`config.mk`:
```
export PLATFORM = sky130hd
export DESIGN_NAME = icache_resp_unit
export DESIGN_NICKNAME = d
export VERILOG_FILES = /design/src/rtl/drac_pkg.sv /design/src/rtl/icache_resp_array.sv /design/src/rtl/icache_resp_unit.sv
export SDC_FILE = /design/constraint.sdc
export NUM_CORES = 1
export LEC_CHECK = 0
export CAP_MARGIN = 10
export CORE_MARGIN = 2
export CORE_UTILIZATION = 43
export CTS_CLUSTER_SIZE = 8
export DETAILED_ROUTE_END_ITERATION = 7
export MAX_ROUTING_LAYER = met4
export PLACE_DENSITY = 0.57
export SLEW_MARGIN = 20
export SYNTH_ARGS = -nofsm -noshare
export SYNTH_HDL_FRONTEND = slang
export SYNTH_SLANG_ARGS = --single-unit
```
`constraint.sdc`:
```
create_clock -name clk_i -period 41.1 [get_ports clk_i]
set_input_delay 6.165 -clock clk_i [delete_from_list [all_inputs] [get_ports clk_i]]
set_output_delay 6.165 -clock clk_i [all_outputs]
set_load 0.1 [all_outputs]
```
`src/rtl/drac_pkg.sv`:
```
// Shared fetch-side types for the CPU<->ICache protocol and the icache responder.
package drac_pkg;

  typedef logic [39:0]  addr_t;
  typedef logic [127:0] icache_line_t;

  localparam int unsigned ICACHE_WORD_W  = 32;
  localparam int unsigned ICACHE_OFFSET_W = 4;

  typedef struct packed {
    logic  valid;
    addr_t vaddr;
    logic  invalidate_icache;
  } req_cpu_icache_t;

  typedef struct packed {
    logic        valid;
    logic [31:0] data;
    logic        instr_access_fault;
    logic        instr_page_fault;
  } resp_icache_cpu_t;

  typedef enum logic [2:0] {
    ICR_IDLE      = 3'd0,
    ICR_LOOKUP    = 3'd1,
    ICR_MISS_REQ  = 3'd2,
    ICR_MISS_WAIT = 3'd3,
    ICR_RESPOND   = 3'd4
  } icache_resp_state_t;

  typedef struct packed {
    logic  valid;
    addr_t addr;
  } mem_icache_req_t;

  typedef struct packed {
    logic         valid;
    icache_line_t data;
    logic         error;
  } mem_icache_resp_t;

  // Word 0 sits in the least significant 32 bits of the line.
  function automatic logic [31:0] icache_word_sel(input icache_line_t line, input logic [1:0] sel);
    logic [31:0] word;
    case (sel)
      2'd0:    word = line[31:0];
      2'd1:    word = line[63:32];
      2'd2:    word = line[95:64];
      2'd3:    word = line[127:96];
      default: word = 32'h0000_0000;
    endcase
    return word;
  endfunction

endpackage

```
`src/rtl/icache_resp_array.sv`:
```
// Direct-mapped tag/valid/data store: combinational read, synchronous write,
// single-cycle flash-clear of all valid bits.
module icache_resp_array
  import drac_pkg::*;
#(
  parameter int unsigned NUM_LINES = 8,
  parameter int unsigned IDX_W     = 3,
  parameter int unsigned TAG_W     = 33
) (
  input  logic               clk_i,
  input  logic               rstn_i,
  input  logic               clear_i,
  input  logic [IDX_W-1:0]   rd_idx_i,
  output logic               rd_valid_o,
  output logic [TAG_W-1:0]   rd_tag_o,
  output icache_line_t       rd_line_o,
  input  logic               we_i,
  input  logic [IDX_W-1:0]   wr_idx_i,
  input  logic [TAG_W-1:0]   wr_tag_i,
  input  icache_line_t       wr_line_i
);

  logic [NUM_LINES-1:0] valid_q;
  logic [NUM_LINES-1:0] valid_d;
  logic [TAG_W-1:0]     tag_q  [NUM_LINES];
  icache_line_t         line_q [NUM_LINES];

  assign rd_valid_o = valid_q[rd_idx_i];
  assign rd_tag_o   = tag_q[rd_idx_i];
  assign rd_line_o  = line_q[rd_idx_i];

  // Flash-clear takes priority over a fill in the same cycle.
  always_comb begin
    valid_d = valid_q;
    if (clear_i) begin
      valid_d = '0;
    end else if (we_i) begin
      valid_d[wr_idx_i] = 1'b1;
    end else begin
      valid_d = valid_q;
    end
  end

  always_ff @(posedge clk_i) begin
    if (!rstn_i) begin
      valid_q <= '0;
    end else begin
      valid_q <= valid_d;
    end
  end

  always_ff @(posedge clk_i) begin
    if (we_i) begin
      tag_q[wr_idx_i]  <= wr_tag_i;
      line_q[wr_idx_i] <= wr_line_i;
    end
  end

endmodule

```
`src/rtl/icache_resp_unit.sv`:
```
// Responder end of the CPU<->ICache fetch protocol: direct-mapped line store
// refilled over a valid/ready memory port, one response per accepted fetch.
module icache_resp_unit
  import drac_pkg::*;
#(
  parameter int unsigned NUM_LINES = 8
) (
  input  logic             clk_i,
  input  logic             rstn_i,
  input  req_cpu_icache_t  req_cpu_icache_i,
  output logic             ready_o,
  output resp_icache_cpu_t resp_icache_cpu_o,
  output logic             mem_req_valid_o,
  output addr_t            mem_req_addr_o,
  input  logic             mem_req_ready_i,
  input  logic             mem_resp_valid_i,
  input  icache_line_t     mem_resp_data_i,
  input  logic             mem_resp_error_i
);

  localparam int unsigned IDX_W = $clog2(NUM_LINES);
  localparam int unsigned TAG_W = 40 - ICACHE_OFFSET_W - IDX_W;

  icache_resp_state_t state_q;
  logic [39:2]        vaddr_q;
  logic [31:0]        word_q;
  logic               fault_q;

  logic [IDX_W-1:0]   idx_s;
  logic [TAG_W-1:0]   tag_s;
  logic               rd_valid_s;
  logic [TAG_W-1:0]   rd_tag_s;
  icache_line_t       rd_line_s;
  logic               hit_s;
  logic               ready_s;
  logic               accept_s;
  logic               flush_s;
  logic               fill_s;
  resp_icache_cpu_t   resp_s;
  mem_icache_req_t    mem_req_s;
  mem_icache_resp_t   mem_resp_s;
  logic               unused_s;

  assign unused_s = ^req_cpu_icache_i.vaddr[1:0];

  assign mem_resp_s.valid = mem_resp_valid_i;
  assign mem_resp_s.data  = mem_resp_data_i;
  assign mem_resp_s.error = mem_resp_error_i;

  assign idx_s = vaddr_q[ICACHE_OFFSET_W+IDX_W-1:ICACHE_OFFSET_W];
  assign tag_s = vaddr_q[39:ICACHE_OFFSET_W+IDX_W];

  assign hit_s    = (state_q == ICR_LOOKUP) && rd_valid_s && (rd_tag_s == tag_s);
  assign ready_s  = rstn_i && ((state_q == ICR_IDLE) || hit_s);
  assign accept_s = ready_s && req_cpu_icache_i.valid;
  assign flush_s  = ready_s && req_cpu_icache_i.invalidate_icache;
  assign fill_s   = rstn_i && (state_q == ICR_MISS_WAIT) && mem_resp_s.valid && !mem_resp_s.error;

  icache_resp_array #(
    .NUM_LINES (NUM_LINES),
    .IDX_W     (IDX_W),
    .TAG_W     (TAG_W)
  ) u_array (
    .clk_i      (clk_i),
    .rstn_i     (rstn_i),
    .clear_i    (flush_s),
    .rd_idx_i   (idx_s),
    .rd_valid_o (rd_valid_s),
    .rd_tag_o   (rd_tag_s),
    .rd_line_o  (rd_line_s),
    .we_i       (fill_s),
    .wr_idx_i   (idx_s),
    .wr_tag_i   (tag_s),
    .wr_line_i  (mem_resp_s.data)
  );

  // Hits answer in the LOOKUP cycle itself; refills answer from the captured word.
  always_comb begin
    resp_s = '0;
    case (state_q)
      ICR_LOOKUP: begin
        if (hit_s) begin
          resp_s.valid = 1'b1;
          resp_s.data  = icache_word_sel(rd_line_s, vaddr_q[3:2]);
        end else begin
          resp_s.valid = 1'b0;
        end
      end
      ICR_RESPOND: begin
        resp_s.valid              = 1'b1;
        resp_s.data               = word_q;
        resp_s.instr_access_fault = fault_q;
      end
      default: resp_s = '0;
    endcase
  end

  always_comb begin
    mem_req_s.valid = rstn_i && (state_q == ICR_MISS_REQ);
    if (mem_req_s.valid) begin
      mem_req_s.addr = {vaddr_q[39:ICACHE_OFFSET_W], 4'b0000};
    end else begin
      mem_req_s.addr = '0;
    end
  end

  assign ready_o           = ready_s;
  assign resp_icache_cpu_o = rstn_i ? resp_s : '0;
  assign mem_req_valid_o   = mem_req_s.valid;
  assign mem_req_addr_o    = mem_req_s.addr;

  // Fetch FSM with request latch and refill capture.
  always_ff @(posedge clk_i) begin
    if (!rstn_i) begin
      state_q <= ICR_IDLE;
      vaddr_q <= '0;
      word_q  <= 32'h0000_0000;
      fault_q <= 1'b0;
    end else begin
      case (state_q)
        ICR_IDLE: begin
          if (accept_s) begin
            vaddr_q <= req_cpu_icache_i.vaddr[39:2];
            state_q <= ICR_LOOKUP;
          end
        end
        ICR_LOOKUP: begin
          if (!hit_s) begin
            state_q <= ICR_MISS_REQ;
          end else if (accept_s) begin
            vaddr_q <= req_cpu_icache_i.vaddr[39:2];
            state_q <= ICR_LOOKUP;
          end else begin
            state_q <= ICR_IDLE;
          end
        end
        ICR_MISS_REQ: begin
          if (mem_req_ready_i) begin
            state_q <= ICR_MISS_WAIT;
          end
        end
        ICR_MISS_WAIT: begin
          if (mem_resp_s.valid) begin
            word_q  <= mem_resp_s.error ? 32'h0000_0000
                                        : icache_word_sel(mem_resp_s.data, vaddr_q[3:2]);
            fault_q <= mem_resp_s.error;
            state_q <= ICR_RESPOND;
          end
        end
        ICR_RESPOND: begin
          fault_q <= 1'b0;
          state_q <= ICR_IDLE;
        end
        default: state_q <= ICR_IDLE;
      endcase
    end
  end

endmodule

```
==> results of run 1 <==
## state kept, by name, summed over array words and instances (netlist names), named ones only
name             flops
u_array.valid_q      8
word_q              32
u_array.line_q    1024
fault_q              1
state_q              3
u_array.tag_q      264
vaddr_q             38
## metal layers
layer  global-route usage [%]  vias up  part of all wire [%]
met5                        -        -                     0
met4                     5.41        0                   2.0
met3                     4.99      208                   7.6
met2                     33.2      883                    50
met1                     26.5    14000                    41
li1                         -    11000                     -
## layout make-up
| type | count | area (µm²) |
|---|---|---|
| tap | 1637 | 2050 |
| antenna | 15 | 37.5 |
| timing repair buffer | 293 | 2900 |
| clock buffer | 327 | 5360 |
| sequential | 1373 | 40400 |
| fill | 9809 | 60100 |
| multi-input combinational | 896 | 12500 |
| clock inverter | 13 | 174 |
| inverter | 40 | 150 |
## stage by stage
step           std cells  util (%)  setup slack (ns)  area, µm²  total power, µW
2_1_floorplan       2453         -             17.96      53600             1740
3_3_place_gp        4238      46.9             26.12      58000             1810
3_5_place_dp        4239      46.9             26.06      58000             1820
4_1_cts             4579      51.4             26.06      63500             3260
5_1_grt             4594      51.4             25.94      63600             3340
6_report            4594      51.4             26.09      63600             3220
## tightest hold or removal path: cells and delay by family, from the launching register on
family           cells  cell delay, ns
flip-flops           1            0.32
AO/OA/AOI/OAI        1            0.08
AND/OR/NAND/NOR      1            0.07
## report_power, final
part           internal [µW]  switching, µW  total (µW)
Combinational            115            107         222
Sequential              1540           23.2        1560
Clock                    876            563        1440
## cell families after synthesis
logic type	count (synthesis)	synth area share, %
buffers and inverters	184	1.53
AO/OA/AOI/OAI	121	1.61
XOR/XNOR	23	0.376
AND/OR/NAND/NOR	210	1.86
flip-flops	1373	75.3
multiplexers	537	19.3
other	1	0.00699
## cells in the final DEF (no fill, tap or decap), types with 9 or more instances in the layout
cell,n
edfxtp_1,1288
mux4_2,394
clkdlybuf4s50_1,242
clkbuf_16,194
clkbuf_1,132
mux2i_1,111
a22oi_1,86
dfxtp_1,80
nor2_1,79
nand2_1,44
buf_4,41
inv_1,39
and2_1,37
mux2_2,32
xnor2_1,16
diode_2,15
a21oi_1,13
and3_1,12
o21ai_0,9
## path summary, 6_finish.rpt
| kind | from | depth (start not counted) | slack [ns] | to |
|---|---|---|---|---|
| worst min register to register | word_q[9] | 2 | 0.51 | word_q[9] |
| worst min-delay path | word_q[9] | 2 | 0.51 | word_q[9] |
| worst max-delay path | rstn_i | 6 | 26.09 | resp_icache_cpu_o[3] |
| worst max register to register | register | 12 | 34.39 | register |
==> summary.txt, run 1 <==
Outcome
  – Status: finished clean

Global routing
  – First-pass GRT wire length: 185 mm
  – GRT Total Usage: 20.7%
  – Largest net degree at the start of global routing: 115
  – Number of global-route vias before repair: 28.0k
  – GRT Residual Overflow: 0
  – Initial antenna violation count: 21

Power
  – P_leak: 0.0198 µW
  – PwrDens: 50.7 mW/mm²
  – VDD IR max: 0.0384 mV

Run
  – Max Cap Viol: 0

Clock network
  – Root buf cell: clkbuf_16
  – Worst-path clk slew: 0.05 ns
  – Later-pin clock latency in the skew report: 0.77 ns
  – H-Tree Depth: 4
  – CTS tree: yes
  – Clock buffer depth: 3
  – Hold Buf Count CTS: 0
  – Post-CTS Resized: 0
  – CTS buffer count: 190
  – Buffers inserted by post-CTS timing repair: 0
  – Clock tree sinks: 1373

Die
  – Die Wd: 357 µm
  – Die area: 0.128 mm²
  – Die Ht: 357 µm
  – # IOs: 252
  – Core area: 0.124 mm²
  – Row count: 129
  – Starting Density: 43.4%

Critical path
  – Delay of the slowest critical-path stage: 1.16 ns
  – CP Class: input pin to primary output
  – Crit path buf inv count: 4
  – Critical Path, Cell by Cell: buf_2 -> buf_4 -> nand3_2 -> buf_4 -> nor2_1 -> clkdlybuf4s50_1
  – Crit path max fanout: 53
  – Worst Path Required: 34.94 ns
  – Crit. End Element: primary output
  – Cell mode on critical path: buf_4
  – Crit path launch type: input pin
  – Critical path arrival: 8.84 ns
  – Critical path's top delay family: buffers and inverters
  – Slowest CP cell: clkdlybuf4s50_1

Route
  – DR iter-0 viols: 2345
  – Via density: 5.68
  – DRT antenna net count: 0
  – Total Routed Length: 126 mm
  – First drt pass iteration count: 8
  – Via count: 26.1k
  – Routed wire length per instance: 27.5 µm
  – Drc violations: 0

Synthesis
  – Async SR Flop Fraction: 0%
  – Most used DFF post-synth: edfxtp_1
  – Synth cell types: 43
  – Register area share after synthesis: 75.3%
  – Dominant cell type by area after synthesis: edfxtp_1
  – Synth warn: 0
  – Most common cell in the netlist: edfxtp_1
  – Flip-flop and latch count after synthesis: 1373
  – Synth top area cells: edfxtp_1 72%, mux4_2 17%, dfxtp_1 3.2%, mux2i_1 2.1%, a22oi_1 1.2%
  – Synthesized instance count: 2449
  – Synth cell count leaders: 1288 x edfxtp_1, 394 x mux4_2, 111 x mux2i_1
  – Post-synth EDFFs: 1288
  – Cell Area, Synth: 0.0536 mm²
  – Yosys top cell area share: 72.1%
  – Synth Area per Inst: 21.9 µm²

STA
  – RSZ-0062 raised after global routing: no
  – Worst-margin pin slew: 1.08 ns
  – Fmax: 66.6 MHz
  – Worst hold slack: 0.506 ns
  – Hold Fails Final Rpt: 0
  – Post-Route Setup TNS: 0 ns
  – Period utilization: 36.5%
  – # setup viols final: 0
  – Clock Skews: 0.0298 ns
  – Max-slew violation count: 0
  – Max_slew headroom: 28.2%
  – Tmin final: 15.01 ns

Finish
  – Nets: 2969
  – Share of layout cells above drive strength 1: 23.9%
  – Area grow syn2layout: 18.6%

Place
  – I/O Buffers: 244
  – Final RePlAce weighted congestion: 0.737
  – DP HPWL: 64.5 mm

Hold path
  – Hold WC Path Type: register to register
Note: power is estimated with default switching activity, not from simulation.
==> run 2, diff against run 1 <==
==> constraint.sdc (replaced) <==
create_clock -name clk_i -period 14.2 [get_ports clk_i]
set_input_delay 2.13 -clock clk_i [delete_from_list [all_inputs] [get_ports clk_i]]
set_output_delay 2.13 -clock clk_i [all_outputs]
set_load 0.1 [all_outputs]
==> summary.txt, run 2 (synthesis gave the netlist of run 1 again) <==
Outcome
  – Status: finished clean

Die
  – Core area: 0.124 mm²
  – # IOs: 252
  – Die Wd: 357 µm
  – Starting Density: 43.4%
  – Die Ht: 357 µm
  – Row count: 129
  – Die area: 0.128 mm²

Run
  – Max Cap Viol: 0

Global routing
  – Initial antenna violation count: 23
  – Routing usage on met2: 32.6%
  – GRT Residual Overflow: 0
  – Number of global-route vias before repair: 28.0k
  – Met1 Track Usage GR: 27.0%
  – Grt peak-use layer: met2
  – GRT Total Usage: 20.8%
  – First-pass GRT wire length: 186 mm
  – Grt met3 use: 5.16%
  – Largest net degree at the start of global routing: 105

Place
  – DP HPWL: 66.3 mm
  – I/O Buffers: 244
  – Dpl cell area: 0.0580 mm²
  – Pre-CTS setup slack: 5.32 ns
  – Final RePlAce weighted congestion: 0.733

Critical path
  – Critical Path, Cell by Cell: buf_4 -> mux4_2 -> mux2i_1 -> xor2_1 -> o2111ai_1 -> or4_1 -> nor4_4 -> buf_4 -> a22oi_1 -> nor2_1 -> clkdlybuf4s50_1
  – Crit path launch type: register
  – R2R Setup Slk: 8.36 ns
  – Cell mode on critical path: buf_4
  – Crit path max fanout: 47
  – CP Class: register to primary output
  – Delay of the slowest critical-path stage: 1.24 ns
  – R2R depth: 11
  – Worst Path Required: 12.07 ns
  – Slowest CP cell: clkdlybuf4s50_1
  – Crit. End Element: primary output
  – Critical path arrival: 7.42 ns

STA
  – Max-slew violation count: 0
  – Worst-margin pin slew: 1.18 ns
  – Hold Fails Final Rpt: 0
  – Clock Skews: 0.0326 ns
  – Worst setup margin: 4.65 ns
  – Period utilization: 67.3%
  – RSZ-0062 raised after global routing: no
  – Fmax: 105 MHz
  – # setup viols final: 0
  – Max_slew headroom: 20.7%
  – Tmin final: 9.55 ns
  – Post-Route Setup TNS: 0 ns

Clock network
  – Later-pin clock latency in the skew report: 0.79 ns
  – CTS tree: yes
  – Post-CTS Resized: 0
  – Root buf cell: clkbuf_16
  – H-Tree Depth: 4
  – Clock tree sinks: 1373
  – Clock buffer depth: 3
  – Buffers inserted by post-CTS timing repair: 0
  – Worst-path clk slew: 0.05 ns
  – CTS buffer count: 189
  – Hold Buf Count CTS: 0

Finish
  – Fillcell total: 9788
  – Final instance area: 0.0637 mm²
  – Most frequent cells in the layout: 1288 x edfxtp_1, 394 x mux4_2, 243 x clkdlybuf4s50_1, 191 x clkbuf_16, 140 x clkbuf_1
  – Largest regs: u_array.line_q x1024, u_array.tag_q x264, vaddr_q x38
  – Most common cell after layout, fill and taps aside: edfxtp_1
  – Nets: 2973
  – Share of layout cells above drive strength 1: 23.9%
  – Max reg flops: 1024
  – Area grow syn2layout: 18.8%
  – Biggest register: u_array.line_q

Route
  – Via count: 26.0k
  – Total Routed Length: 127 mm
  – DRT antenna net count: 0
  – Via density: 5.63
  – Routed wire length per instance: 27.7 µm
  – Drc violations: 0
  – DR iter-0 viols: 2465
  – First drt pass iteration count: 5

Hold path
  – Hold WC Path Type: register to register
  – Worst Hold Depth: 2
  – Hold_sp: word_q[31]
  – Hold path endpoint: word_q[31]

Power
  – Logic gate share of total power: 7.0%
  – P_leak: 0.0198 µW
  – Clock share of power: 44.7%
  – P_int: 7320 µW
  – VDD IR max: 0.116 mV
  – PwrDens: 147 mW/mm²
  – Psw: 2040 µW
  – Part of the power in registers: 48.3%
  – Net Sw Frac: 21.8%
-- run 2: cell count changes in the layout (fill, tap and decap cells not counted), sizes merged --
| cell | before | now |
|---|---|---|
| clkdlybuf4s50 | 242 | 243 |
| buf | 51 | 55 |
| inv | 44 | 45 |
| clkbuf | 327 | 332 |
| diode | 15 | 21 |
| clkinv | 9 | 8 |
-- run 2: per-stage QoR --
step / std cells / util [%] / hold slack (ns) / power, µW
5_1_grt: 4609 / 51.5 / 0.525 / 9670
3_5_place_dp: 4242 / 46.9 / 0.496 / 5260
6_report: 4610 / 51.5 / 0.510 / 9360
2_1_floorplan: 2453 / - / 0.472 / 5030
3_3_place_gp: 4242 / 46.9 / 0.490 / 5240
4_1_cts: 4587 / 51.4 / 0.514 / 9470
-- run 2: metal layers --
layer / vias up / wire [µm]
met1: 13900 / 53300
li1: 11000 / -
met3: 220 / 9230
met4: 0 / 2880
met5: - / 0
met2: 880 / 62000
-- run 2: worst max-delay path by stage --
stage | to | cells after the start | from
floorplan | u_array.line_q[4][0] | 4 | mem_resp_valid_i
global placement | resp_icache_cpu_o[17] | 11 | register
detailed placement | resp_icache_cpu_o[17] | 11 | register
CTS | resp_icache_cpu_o[17] | 11 | register
global route | resp_icache_cpu_o[17] | 11 | register
finish | resp_icache_cpu_o[17] | 11 | register
-- run 2: critical path, delay by kind of cell, from the launching register on --
| family | cells | cell delay (ns) |
|---|---|---|
| compound gates | 2 | 0.31 |
| xor+xnor | 1 | 0.20 |
| flops | 1 | 0.94 |
| buf+inv | 3 | 2.92 |
| mux | 2 | 0.79 |
| simple gates | 3 | 1.36 |
-- run 2: cell type report --
class | instances | area, µm² | area share, %
Antenna cell | 21 | 52.6 | 0.0825
Clock inverter | 13 | 279 | 0.438
Sequential cell | 1373 | 40400 | 63.4
Inverter | 40 | 150 | 0.236
Tap cell | 1637 | 2050 | 3.22
Clock buffer | 332 | 5320 | 8.35
Timing Repair Buffer | 298 | 2900 | 4.55
Multi-Input combinational cell | 896 | 12500 | 19.7
-- run 2: power by group through the flow --
| stage | logic (µW) | clock network (µW) | registers [µW] |
|---|---|---|---|
| after detailed placement | 661 | 0 | 4600 |
| after CTS | 663 | 4280 | 4520 |
| after global placement | 651 | 0 | 4590 |
| after global routing | 700 | 4450 | 4520 |
| final | 652 | 4180 | 4520 |
| after floorplan | 472 | 0 | 4560 |
